`src/rtl/eth_tx_fsm_if.sv`:
```
// Port bundle for the Ethernet transmit framer: frame request, buffer read port
// and the byte stream handed to the ODDR output stage.
interface eth_tx_fsm_if;
   logic        i_start;
   logic [47:0] i_dest_mac;
   logic [47:0] i_src_mac;
   logic [15:0] i_payload_length;
   logic [15:0] i_base_addr;
   logic [15:0] o_eth_mem_rd_addr;
   logic        o_eth_mem_re;
   logic [7:0]  i_eth_mem_data_8b;
   logic [7:0]  o_eth_txd_8b;
   logic        o_eth_tx_en;
   logic        o_busy;
   logic        o_done;
   logic [9:0]  o_packet_count;

   modport master (
      output i_start, i_dest_mac, i_src_mac, i_payload_length, i_base_addr,
      output i_eth_mem_data_8b,
      input  o_eth_mem_rd_addr, o_eth_mem_re, o_eth_txd_8b, o_eth_tx_en,
      input  o_busy, o_done, o_packet_count
   );

   modport slave (
      input  i_start, i_dest_mac, i_src_mac, i_payload_length, i_base_addr,
      input  i_eth_mem_data_8b,
      output o_eth_mem_rd_addr, o_eth_mem_re, o_eth_txd_8b, o_eth_tx_en,
      output o_busy, o_done, o_packet_count
   );
endinterface

```
`src/rtl/eth_tx_fsm.sv`:
```
// Ethernet II transmit framer: preamble/SFD, MAC header, length, buffered payload,
// CRC-32 FCS and inter-frame gap, one registered byte per clock.
module eth_tx_fsm #(
   parameter int PREAMBLE_BYTES = 7,
   parameter int IFG_BYTES      = 12,
   parameter int MAX_PAYLOAD    = 1500
) (
   input logic         i_eth_clk,
   input logic         i_rst,
   eth_tx_fsm_if.slave tx
);

   typedef enum logic [3:0] {
      S_IDLE, S_PREAMBLE, S_SFD, S_DEST, S_SRC, S_LEN, S_PAYLOAD, S_FCS, S_IFG
   } state_t;

   localparam logic [15:0] MAX_LEN  = 16'(MAX_PAYLOAD);
   localparam logic [15:0] PRE_LAST = 16'(PREAMBLE_BYTES - 1);
   localparam logic [15:0] IFG_LAST = 16'(IFG_BYTES - 1);

   // state/cnt name the byte currently presented on the output register
   state_t      state, state_nxt;
   logic [15:0] cnt, cnt_nxt;

   logic [47:0] dest_q, src_q;
   logic [15:0] len_q, base_q;
   logic [15:0] len_clamped;
   logic        accept;

   logic [31:0] crc;
   logic [31:0] fcs;
   logic        crc_en;
   logic [2:0]  fld_idx;

   logic [7:0]  txd_d;
   logic        tx_en_d;
   logic        done_d;
   logic        rd_begin;

   logic [7:0]  txd_q;
   logic        tx_en_q;
   logic        re_q;
   logic [15:0] rd_addr_q;
   logic [15:0] rd_left;
   logic        done_q;
   logic [9:0]  pkt_q;

   function automatic logic [31:0] crc32_byte(input logic [31:0] c, input logic [7:0] d);
      logic [31:0] r;
      r = c ^ {24'h0, d};
      for (int i = 0; i < 8; i++)
         r = r[0] ? ((r >> 1) ^ 32'hEDB8_8320) : (r >> 1);
      return r;
   endfunction

   assign accept      = (state == S_IDLE) && tx.i_start;
   assign len_clamped = (tx.i_payload_length > MAX_LEN) ? MAX_LEN : tx.i_payload_length;

   // NOTE: every always_comb output gets a default first, so no path can infer a latch.
   always_comb begin
      state_nxt = state;
      cnt_nxt   = cnt + 16'd1;
      unique case (state)
         S_IDLE: begin
            cnt_nxt = '0;
            if (tx.i_start) state_nxt = S_PREAMBLE;
         end
         S_PREAMBLE: if (cnt == PRE_LAST) begin state_nxt = S_SFD; cnt_nxt = '0; end
         S_SFD:      begin state_nxt = S_DEST; cnt_nxt = '0; end
         S_DEST:     if (cnt == 16'd5) begin state_nxt = S_SRC; cnt_nxt = '0; end
         S_SRC:      if (cnt == 16'd5) begin state_nxt = S_LEN; cnt_nxt = '0; end
         S_LEN: begin
            if (cnt == 16'd1) begin
               state_nxt = (len_q == '0) ? S_FCS : S_PAYLOAD;
               cnt_nxt   = '0;
            end
         end
         S_PAYLOAD:  if (cnt == len_q - 16'd1) begin state_nxt = S_FCS; cnt_nxt = '0; end
         S_FCS:      if (cnt == 16'd3) begin state_nxt = S_IFG; cnt_nxt = '0; end
         S_IFG:      if (cnt == IFG_LAST) begin state_nxt = S_IDLE; cnt_nxt = '0; end
         default: begin
            state_nxt = S_IDLE;
            cnt_nxt   = '0;
         end
      endcase
   end

   // Byte to register for the position being entered; payload data arrives from the read issued last cycle
   always_comb begin
      fld_idx  = 3'd5 - cnt_nxt[2:0];
      fcs      = ~crc;
      txd_d    = 8'h00;
      tx_en_d  = 1'b1;
      crc_en   = 1'b0;
      done_d   = (state_nxt == S_IFG) && (state != S_IFG);
      rd_begin = (state_nxt == S_LEN) && (state != S_LEN) && (len_q != '0);
      case (state_nxt)
         S_PREAMBLE: txd_d = 8'h55;
         S_SFD:      txd_d = 8'hD5;
         S_DEST: begin
            txd_d  = 8'(dest_q >> {fld_idx, 3'b000});
            crc_en = 1'b1;
         end
         S_SRC: begin
            txd_d  = 8'(src_q >> {fld_idx, 3'b000});
            crc_en = 1'b1;
         end
         S_LEN: begin
            txd_d  = cnt_nxt[0] ? len_q[7:0] : len_q[15:8];
            crc_en = 1'b1;
         end
         S_PAYLOAD: begin
            txd_d  = tx.i_eth_mem_data_8b;
            crc_en = 1'b1;
         end
         S_FCS:   txd_d = 8'(fcs >> {cnt_nxt[1:0], 3'b000});
         default: tx_en_d = 1'b0;
      endcase
   end

   // NOTE: sequential state uses non-blocking assignments so all registers update from pre-edge values.
   always_ff @(posedge i_eth_clk) begin
      if (i_rst) begin
         state     <= S_IDLE;
         cnt       <= '0;
         txd_q     <= '0;
         tx_en_q   <= 1'b0;
         re_q      <= 1'b0;
         rd_addr_q <= '0;
         rd_left   <= '0;
         done_q    <= 1'b0;
         pkt_q     <= '0;
         crc       <= '1;
      end else begin
         state   <= state_nxt;
         cnt     <= cnt_nxt;
         txd_q   <= txd_d;
         tx_en_q <= tx_en_d;
         done_q  <= done_d;
         if (done_d && (pkt_q != 10'h3FF)) pkt_q <= pkt_q + 10'd1;

         if (accept)      crc <= '1;
         else if (crc_en) crc <= crc32_byte(crc, txd_d);

         // Reads run two cycles ahead of the byte they feed, starting with the first length byte
         if (rd_begin) begin
            re_q      <= 1'b1;
            rd_addr_q <= base_q;
            rd_left   <= len_q - 16'd1;
         end else if (re_q && (rd_left != '0)) begin
            rd_addr_q <= rd_addr_q + 16'd1;
            rd_left   <= rd_left - 16'd1;
         end else begin
            re_q <= 1'b0;
         end
      end
   end

   // NOTE: frame parameters carry no reset; they are always loaded on accept before being used.
   always_ff @(posedge i_eth_clk) begin
      if (accept) begin
         dest_q <= tx.i_dest_mac;
         src_q  <= tx.i_src_mac;
         len_q  <= len_clamped;
         base_q <= tx.i_base_addr;
      end
   end

   assign tx.o_eth_txd_8b      = txd_q;
   assign tx.o_eth_tx_en       = tx_en_q;
   assign tx.o_eth_mem_re      = re_q;
   assign tx.o_eth_mem_rd_addr = rd_addr_q;
   assign tx.o_busy            = (state != S_IDLE);
   assign tx.o_done            = done_q;
   assign tx.o_packet_count    = pkt_q;

endmodule

```
`src/flat_wrapper.sv`:
```
// flat-port wrapper written by rule: the top's interface ports become plain ports
module eth_tx_fsm_flat 
#(
   parameter int PREAMBLE_BYTES = 7,
   parameter int IFG_BYTES      = 12,
   parameter int MAX_PAYLOAD    = 1500
)
  (i_eth_clk, i_rst, tx_i_start, tx_i_dest_mac, tx_i_src_mac, tx_i_payload_length, tx_i_base_addr, tx_i_eth_mem_data_8b, tx_o_eth_mem_rd_addr, tx_o_eth_mem_re, tx_o_eth_txd_8b, tx_o_eth_tx_en, tx_o_busy, tx_o_done, tx_o_packet_count);
  eth_tx_fsm_if tx_i ();
  input logic i_eth_clk;
  input logic i_rst;
  input wire logic [$bits(tx_i.i_start)-1:0] tx_i_start;
  input wire logic [$bits(tx_i.i_dest_mac)-1:0] tx_i_dest_mac;
  input wire logic [$bits(tx_i.i_src_mac)-1:0] tx_i_src_mac;
  input wire logic [$bits(tx_i.i_payload_length)-1:0] tx_i_payload_length;
  input wire logic [$bits(tx_i.i_base_addr)-1:0] tx_i_base_addr;
  input wire logic [$bits(tx_i.i_eth_mem_data_8b)-1:0] tx_i_eth_mem_data_8b;
  output wire logic [$bits(tx_i.o_eth_mem_rd_addr)-1:0] tx_o_eth_mem_rd_addr;
  output wire logic [$bits(tx_i.o_eth_mem_re)-1:0] tx_o_eth_mem_re;
  output wire logic [$bits(tx_i.o_eth_txd_8b)-1:0] tx_o_eth_txd_8b;
  output wire logic [$bits(tx_i.o_eth_tx_en)-1:0] tx_o_eth_tx_en;
  output wire logic [$bits(tx_i.o_busy)-1:0] tx_o_busy;
  output wire logic [$bits(tx_i.o_done)-1:0] tx_o_done;
  output wire logic [$bits(tx_i.o_packet_count)-1:0] tx_o_packet_count;
  assign tx_i.i_start = tx_i_start;
  assign tx_i.i_dest_mac = tx_i_dest_mac;
  assign tx_i.i_src_mac = tx_i_src_mac;
  assign tx_i.i_payload_length = tx_i_payload_length;
  assign tx_i.i_base_addr = tx_i_base_addr;
  assign tx_i.i_eth_mem_data_8b = tx_i_eth_mem_data_8b;
  assign tx_o_eth_mem_rd_addr = tx_i.o_eth_mem_rd_addr;
  assign tx_o_eth_mem_re = tx_i.o_eth_mem_re;
  assign tx_o_eth_txd_8b = tx_i.o_eth_txd_8b;
  assign tx_o_eth_tx_en = tx_i.o_eth_tx_en;
  assign tx_o_busy = tx_i.o_busy;
  assign tx_o_done = tx_i.o_done;
  assign tx_o_packet_count = tx_i.o_packet_count;
  eth_tx_fsm #(.PREAMBLE_BYTES(PREAMBLE_BYTES), .IFG_BYTES(IFG_BYTES), .MAX_PAYLOAD(MAX_PAYLOAD)) u_core (.i_eth_clk(i_eth_clk), .i_rst(i_rst), .tx(tx_i));
endmodule
```
`config.mk`:
```
export PLATFORM = sky130hd
export DESIGN_NAME = eth_tx_fsm_flat
export DESIGN_NICKNAME = d
export VERILOG_FILES = /design/src/rtl/eth_tx_fsm_if.sv /design/src/rtl/eth_tx_fsm.sv /design/src/flat_wrapper.sv
export SDC_FILE = /design/constraint.sdc
export NUM_CORES = 1
export LEC_CHECK = 0
export BUFFER_PORTS_ARGS = -buffer_cell sky130_fd_sc_hd__clkbuf_2
export CAP_MARGIN = 20
export CELL_PAD_IN_SITES_DETAIL_PLACEMENT = 0
export CELL_PAD_IN_SITES_GLOBAL_PLACEMENT = 1
export CORE_MARGIN = 2
export CORE_UTILIZATION = 48
export CTS_BUF_LIST = sky130_fd_sc_hd__clkbuf_4 sky130_fd_sc_hd__clkbuf_8
export DETAILED_ROUTE_END_ITERATION = 7
export PLACE_DENSITY = 0.89
export SLEW_MARGIN = 20
export SYNTH_ARGS = -nofsm -noshare
export SYNTH_HDL_FRONTEND = slang
export SYNTH_SLANG_ARGS = --single-unit
```
`constraint.sdc`:
```
create_clock -name i_eth_clk -period 5.9 [get_ports i_eth_clk]
set_input_delay 0.59 -clock i_eth_clk [delete_from_list [all_inputs] [get_ports i_eth_clk]]
set_output_delay 0.59 -clock i_eth_clk [all_outputs]
set_load 0.02 [all_outputs]
```
# Yosys cells after proc, flatten, opt, wreduce, memory -nomap -nowiden
# Index checks and enable logic that the tools add are counted.
# word_totals
register_bits	233
input_bits	139
output_inout_bits	38
elab_cells	111
# classes
addsub	6
order_cmp	1
eq_ne	26
n_shift	3
n_mux	35
n_bitwise	10
reduce_logical	16
# ops
op	n
$mux 32	8
$mux 16	10
$not 13->14	8
$pmux 16 s6	1
$shr 48x6->8	2
$pmux 8 s7	1
$pmux 4 s9	1
$add 16x1->16 const B	2
$eq 16x3->1 const B	2
$eq 4x3->1 const B	8
$mux 4	8
$not 32->32	1
$reduce_bool 16->1	2
$shr 32x5->8	1
$sub 16x1->16 const B	2
$xor 32x8->32	1
$eq 16x1->1 const B	1
$eq 16x16->1	1
$eq 16x2->1 const B	1
$eq 16x4->1 const B	1
$eq 4x2->1 const B	4
$gt 16x11->1 const B	1
$logic_not 16->1	1
$add 10x1->10 const B	1
16 further kinds	28

# Depth between registers and ports, before layout
# depth
word_depth	24
depth_mapped	20
ltp_nobuf	15

# Worst setup path before layout
# No wires, ideal clock.
# synth_timing
path_type	input to register
start	input tx_i_start
end	register u_core.crc[18]
setup_ns	0.075
arrival_ns	5.078
required_ns	5.825
setup_slack_ns	0.747
path_stages	6
n_path_buf	2
cell_sequence	and3_1 > or2_2 > buf_1 > dlygate4sd3_1 > a21oi_1 > o21ai_0
# synth_between
elab_chain_cells	17
word_cells_on_any_way	28
cone_classes	eq/ne: 7; mux: 12; bitwise: 6; reduce/logical: 3
# synth_lines
item	line	source
start: declaration	flat_wrapper.sv:12	input wire logic [$bits(tx_i.i_start)-1:0] tx_i_start;
$mux 4	eth_tx_fsm.sv:66	if (tx.i_start) state_nxt = S_PREAMBLE;
$pmux 4 s9	eth_tx_fsm.sv:63	unique case (state)
$eq 4x3->1 (tied with other cells)	eth_tx_fsm.sv:97	case (state_nxt)
$pmux 8 s7	eth_tx_fsm.sv:97	
$xor 32x8->32	eth_tx_fsm.sv:50	r = c ^ {24'h0, d};
$mux 32 (2 in a row)	eth_tx_fsm.sv:52	r = r[0] ? ((r >> 1) ^ 32'hEDB8_8320) : (r >> 1);
$not 13->14 (no line)	-	
$mux 32 (2 in a row)	eth_tx_fsm.sv:52	
$not 13->14 (no line)	-	
$mux 32	eth_tx_fsm.sv:52	
$not 13->14 (no line)	-	
$mux 32	eth_tx_fsm.sv:52	
$not 13->14 (no line)	-	
$mux 32 (2 in a row)	eth_tx_fsm.sv:52	
end signal: assignment	eth_tx_fsm.sv:143	else if (crc_en) crc <= crc32_byte(crc, txd_d);
end: declaration	eth_tx_fsm.sv:30	logic [31:0] crc;
# Several ways; a longest one is shown, not always the timed one.
# A chain may end at the register's enable or synchronous reset.

# Worst setup path after layout
# layout_timing
start	register u_core.len_q[0]
end	register u_core.crc[19]
# layout_between
elab_chain_cells	21
word_cells_on_any_way	40
cone_classes	add/sub: 2; eq/ne: 8; shift: 3; mux: 17; bitwise: 8; reduce/logical: 2
# layout_lines
item	line	source
start: declaration	eth_tx_fsm.sv:26	logic [15:0] len_q, base_q;
start signal: assignment	eth_tx_fsm.sv:164	len_q <= len_clamped;
$sub 16x1->16	eth_tx_fsm.sv:78	S_PAYLOAD: if (cnt == len_q - 16'd1) begin state_nxt = S_FCS; cnt_nxt = '0; end
$eq 16x16->1	eth_tx_fsm.sv:78	
$mux 16	eth_tx_fsm.sv:78	
$pmux 16 s6	eth_tx_fsm.sv:63	
$sub 3x3->3	eth_tx_fsm.sv:90	fld_idx = 3'd5 - cnt_nxt[2:0];
$shr 48x6->8, on equally long branches	eth_tx_fsm.sv:105, eth_tx_fsm.sv:101	
$pmux 8 s7	eth_tx_fsm.sv:97	
$xor 32x8->32	eth_tx_fsm.sv:50	
(+4 left out)	-	
$not 13->14 (no line)	-	
$mux 32 (2 in a row)	eth_tx_fsm.sv:52	
$not 13->14 (no line)	-	
$mux 32	eth_tx_fsm.sv:52	
$not 13->14 (no line)	-	
$mux 32	eth_tx_fsm.sv:52	
$not 13->14 (no line)	-	
$mux 32	eth_tx_fsm.sv:52	
# Several ways; a longest one is shown, not always the timed one.

==> impl_metrics.toml <==
[yosys]
synth_edf_count = 128
synth-seq-cells = 233
ys.flop_type = "edfxtp_1"
syn_area_per_cell_um2 = 11.6
syn_inst = 1061
async_reset_ff_share_pct = 0
yosysWarnings = 0
yosysSeqAreaShare_pct = 48.5
syn_area_um2 = 12300
yosysUniqueCellTypes = 112

[sta]
finalSetupViolations = 0
rsz0062_at_grt = "false"
period_minus_slack_ps = 5510
fin_tns_setup_ps = 0
worst_pin_slew_ps = 1100
maxSlewHeadroom_pct = 26.6
finClkSkew_ps = 29.8
fmaxAchievable_mhz = 182
finalCritPeriodShare_pct = 93.4
slew_violations = 0
hold_violations = 0

[route]
drc_errors = 0
drtPass1Iterations = 5
wl_um = 30600
routedWlPerCell_um = 18.9
vias = 8991
vias_per_cell = 5.56
drt_first_iter_violations = 759
antenna_left = 0

[die]
initial_utilization_pct = 48.8
core-area_um2 = 25100
num_io_pins = 177
die_h_um = 164
row_count = 58
die_area_um2 = 26800
die_w_um = 164

[placement]
post-dp-hpwl_um = 22300
gp_congestion = 0.907
numPortBuffers = 176
post-place-cells = 1539
post_dp_cell_area_um2 = 13400

[critical_path]
crit_path_start_kind = "flip-flop"
cp_top_family = "compound AO/OA/AOI/OAI gates"
cpMaxStageDelayCell = "or3b_1"
cp.arrival_ps = 6000
timing.critical_path.buf_inv = 2
worst_path_largest_cell_delay_ps = 560
endpoint_kind = "flip-flop"
crit_chain = "inv_1 > ha_1 > or3b_1 > nor4_4 > xnor2_1 > a2111oi_4 > o2111ai_2 > o21ai_2 > buf_4 > o22ai_1 > o211a_1 > a211oi_4 > xnor3_2 > xnor3_2 > xnor3_1 > o21ai_1"
crit_type = "reg2reg"
r2r_slack_ps = 390
cp.required_ps = 6390
crit_fanout = 11
crit_top_cell = "xnor3_2"

[cells_and_area]
final_area_um2 = 14200
layout.nets = 1399
filler_cell_count = 2177
multiInputGateArea_um2 = 5860
syn_to_final_growth_pct = 16.1
register_area_um2 = 5950
stdcell_count = 1616
drive_gt1_share_pct = 27.4
num_antenna_cells = 0

[outcome]
outcome = "finished, final reports clean"

[clocking]
clock_sinks = 233
postCtsSetupBuffers = 0
cts_root_buffer = "clkbuf_8"
clkLatencyLatePin_ps = 560
ctsHoldBuffers = 0
clock_path_buffers = 3
clkTransAtPathRegs_ps = 70
htreeDepth = 2
cts_buffers = 42
cts_tree = "yes"

[hold_path]
hp-class = "in2reg"

[power_and_ir_drop]
ir_drop_uv = 284
p_leak_nw = 5.73
powerDensity_nw_per_um2 = 261

[global_route]
grt_antenna_before_repair = 0
track_usage_pct = 23.0
grt_pass1_wl_um = 48000
grt_pass1_vias = 8867
overflow = 0
grt_max_degree = 66

[job]
drv_cap = 0
## worst paths after layout
check / from / endpoint / depth (start not counted)
max: u_core.len_q[0] / u_core.crc[19] / 16
min: tx_i_dest_mac[7] / u_core.dest_q[7] / 1
max reg2reg: u_core.len_q[0] / u_core.crc[19] / 16
min reg2reg: u_core.tx.o_packet_count[1] / u_core.tx.o_packet_count[1] / 2
## layer usage
layer	GRT usage, %	wire length (um)	up-vias
li1	-	-	4311
met1	31.1	13400	4247
met2	37.6	14300	377
met3	4.02	2130	56
met4	7.58	755	0
met5	0	0	-
## layout make-up
type	instances	area share, %
repair buffers	200	7.54
clock buffers	60	5.14
inverters	23	0.607
clock inverters	17	0.897
well taps	330	2.90
multi-input cells	753	41.1
flip-flops and latches	233	41.8
## logic make-up (layout without fill, tap and decap cells)
logic type               count (synthesis)  in the layout  share of synthesized area (%)
multiplexers                            54             54                           5.65
XOR/XNOR                               138            138                           14.1
AO/OA/AOI/OAI                          196            196                           11.9
adder cells (fa/ha/maj)                  7              7                          0.714
buffers and inverters                   79            300                           4.03
AND/OR/NAND/NOR                        353            353                           15.0
other                                    1              5                         0.0306
flip-flops                             233            233                           48.5
## cell usage after synthesis (all sizes together), types with 8 or more instances
master / count / area, um^2
a211oi: 34 / 283
a21oi: 43 / 215
and3: 15 / 95.1
buf: 17 / 158
clkbuf: 37 / 230
dfxtp: 105 / 2100
edfxtp: 128 / 3840
inv: 23 / 86.3
mux2i: 40 / 400
mux4: 11 / 259
nand2: 73 / 274
nand2b: 9 / 56.3
nand3: 26 / 135
nand4: 17 / 121
nor2: 115 / 434
nor3: 21 / 110
nor4: 15 / 158
o21ai: 35 / 190
or2: 8 / 50.1
or3: 12 / 85.1
xnor2: 63 / 642
xnor3: 23 / 526
xor2: 45 / 394
## registers in the layout, indices dropped and copies added (netlist names)
name	cells
u_core.tx.o_packet_count	10
u_core.tx.o_eth_txd_8b	8
u_core.tx.o_eth_mem_rd_addr	16
u_core.base_q	16
u_core.rd_left	16
u_core.cnt	16
u_core.src_q	48
u_core.dest_q	48
u_core.len_q	16
u_core.state	4
u_core.tx.o_eth_mem_re	1
u_core.tx.o_eth_tx_en	1
u_core.tx.o_done	1
u_core.crc	32
## per-stage QoR
step	hold slack, ps	power [W]	setup slack (ps)	util, %
final	202	0.00371	392	56.7
after CTS	171	0.00375	255	56.6
after detailed placement	488	0.00221	249	53.2
after global placement	475	0.00221	370	53.2
after floorplan	458	0.00209	747	-
after global routing	189	0.00385	88.6	56.7
## cells in the final DEF (no fill, tap or decap), types with 7 or more instances in the layout
cell type / count
a211oi_1: 30
a21oi_1: 43
and3_1: 13
buf_4: 23
clkbuf_2: 176
clkbuf_4: 15
clkbuf_8: 45
clkinv_2: 11
dfxtp_1: 105
edfxtp_1: 128
ha_1: 7
inv_1: 23
mux2i_1: 40
mux4_2: 8
nand2_1: 73
nand2b_1: 9
nand3_1: 25
nand4_1: 16
nor2_1: 114
nor3_1: 20
nor4_1: 9
o21ai_0: 25
o21ai_1: 8
o22ai_1: 7
or3_1: 9
xnor2_1: 53
xnor2_2: 8
xnor3_1: 19
xor2_1: 45
## what timing repair did
item / in CTS / in global routing
gates resized for setup: 0 / 1
endpoints found under the setup margin: 0 / 4
hold endpoints to repair: 0 / 0
## power breakdown
part | internal, W | total, W | switching [W]
Sequential | 0.00178 | 0.00181 | 0.0000273
Combinational | 0.000174 | 0.000374 | 0.000200
Clock | 0.000854 | 0.00153 | 0.000672
Total | 0.00281 | 0.00371 | 0.000900
Power figures use the tool's default switching activity.
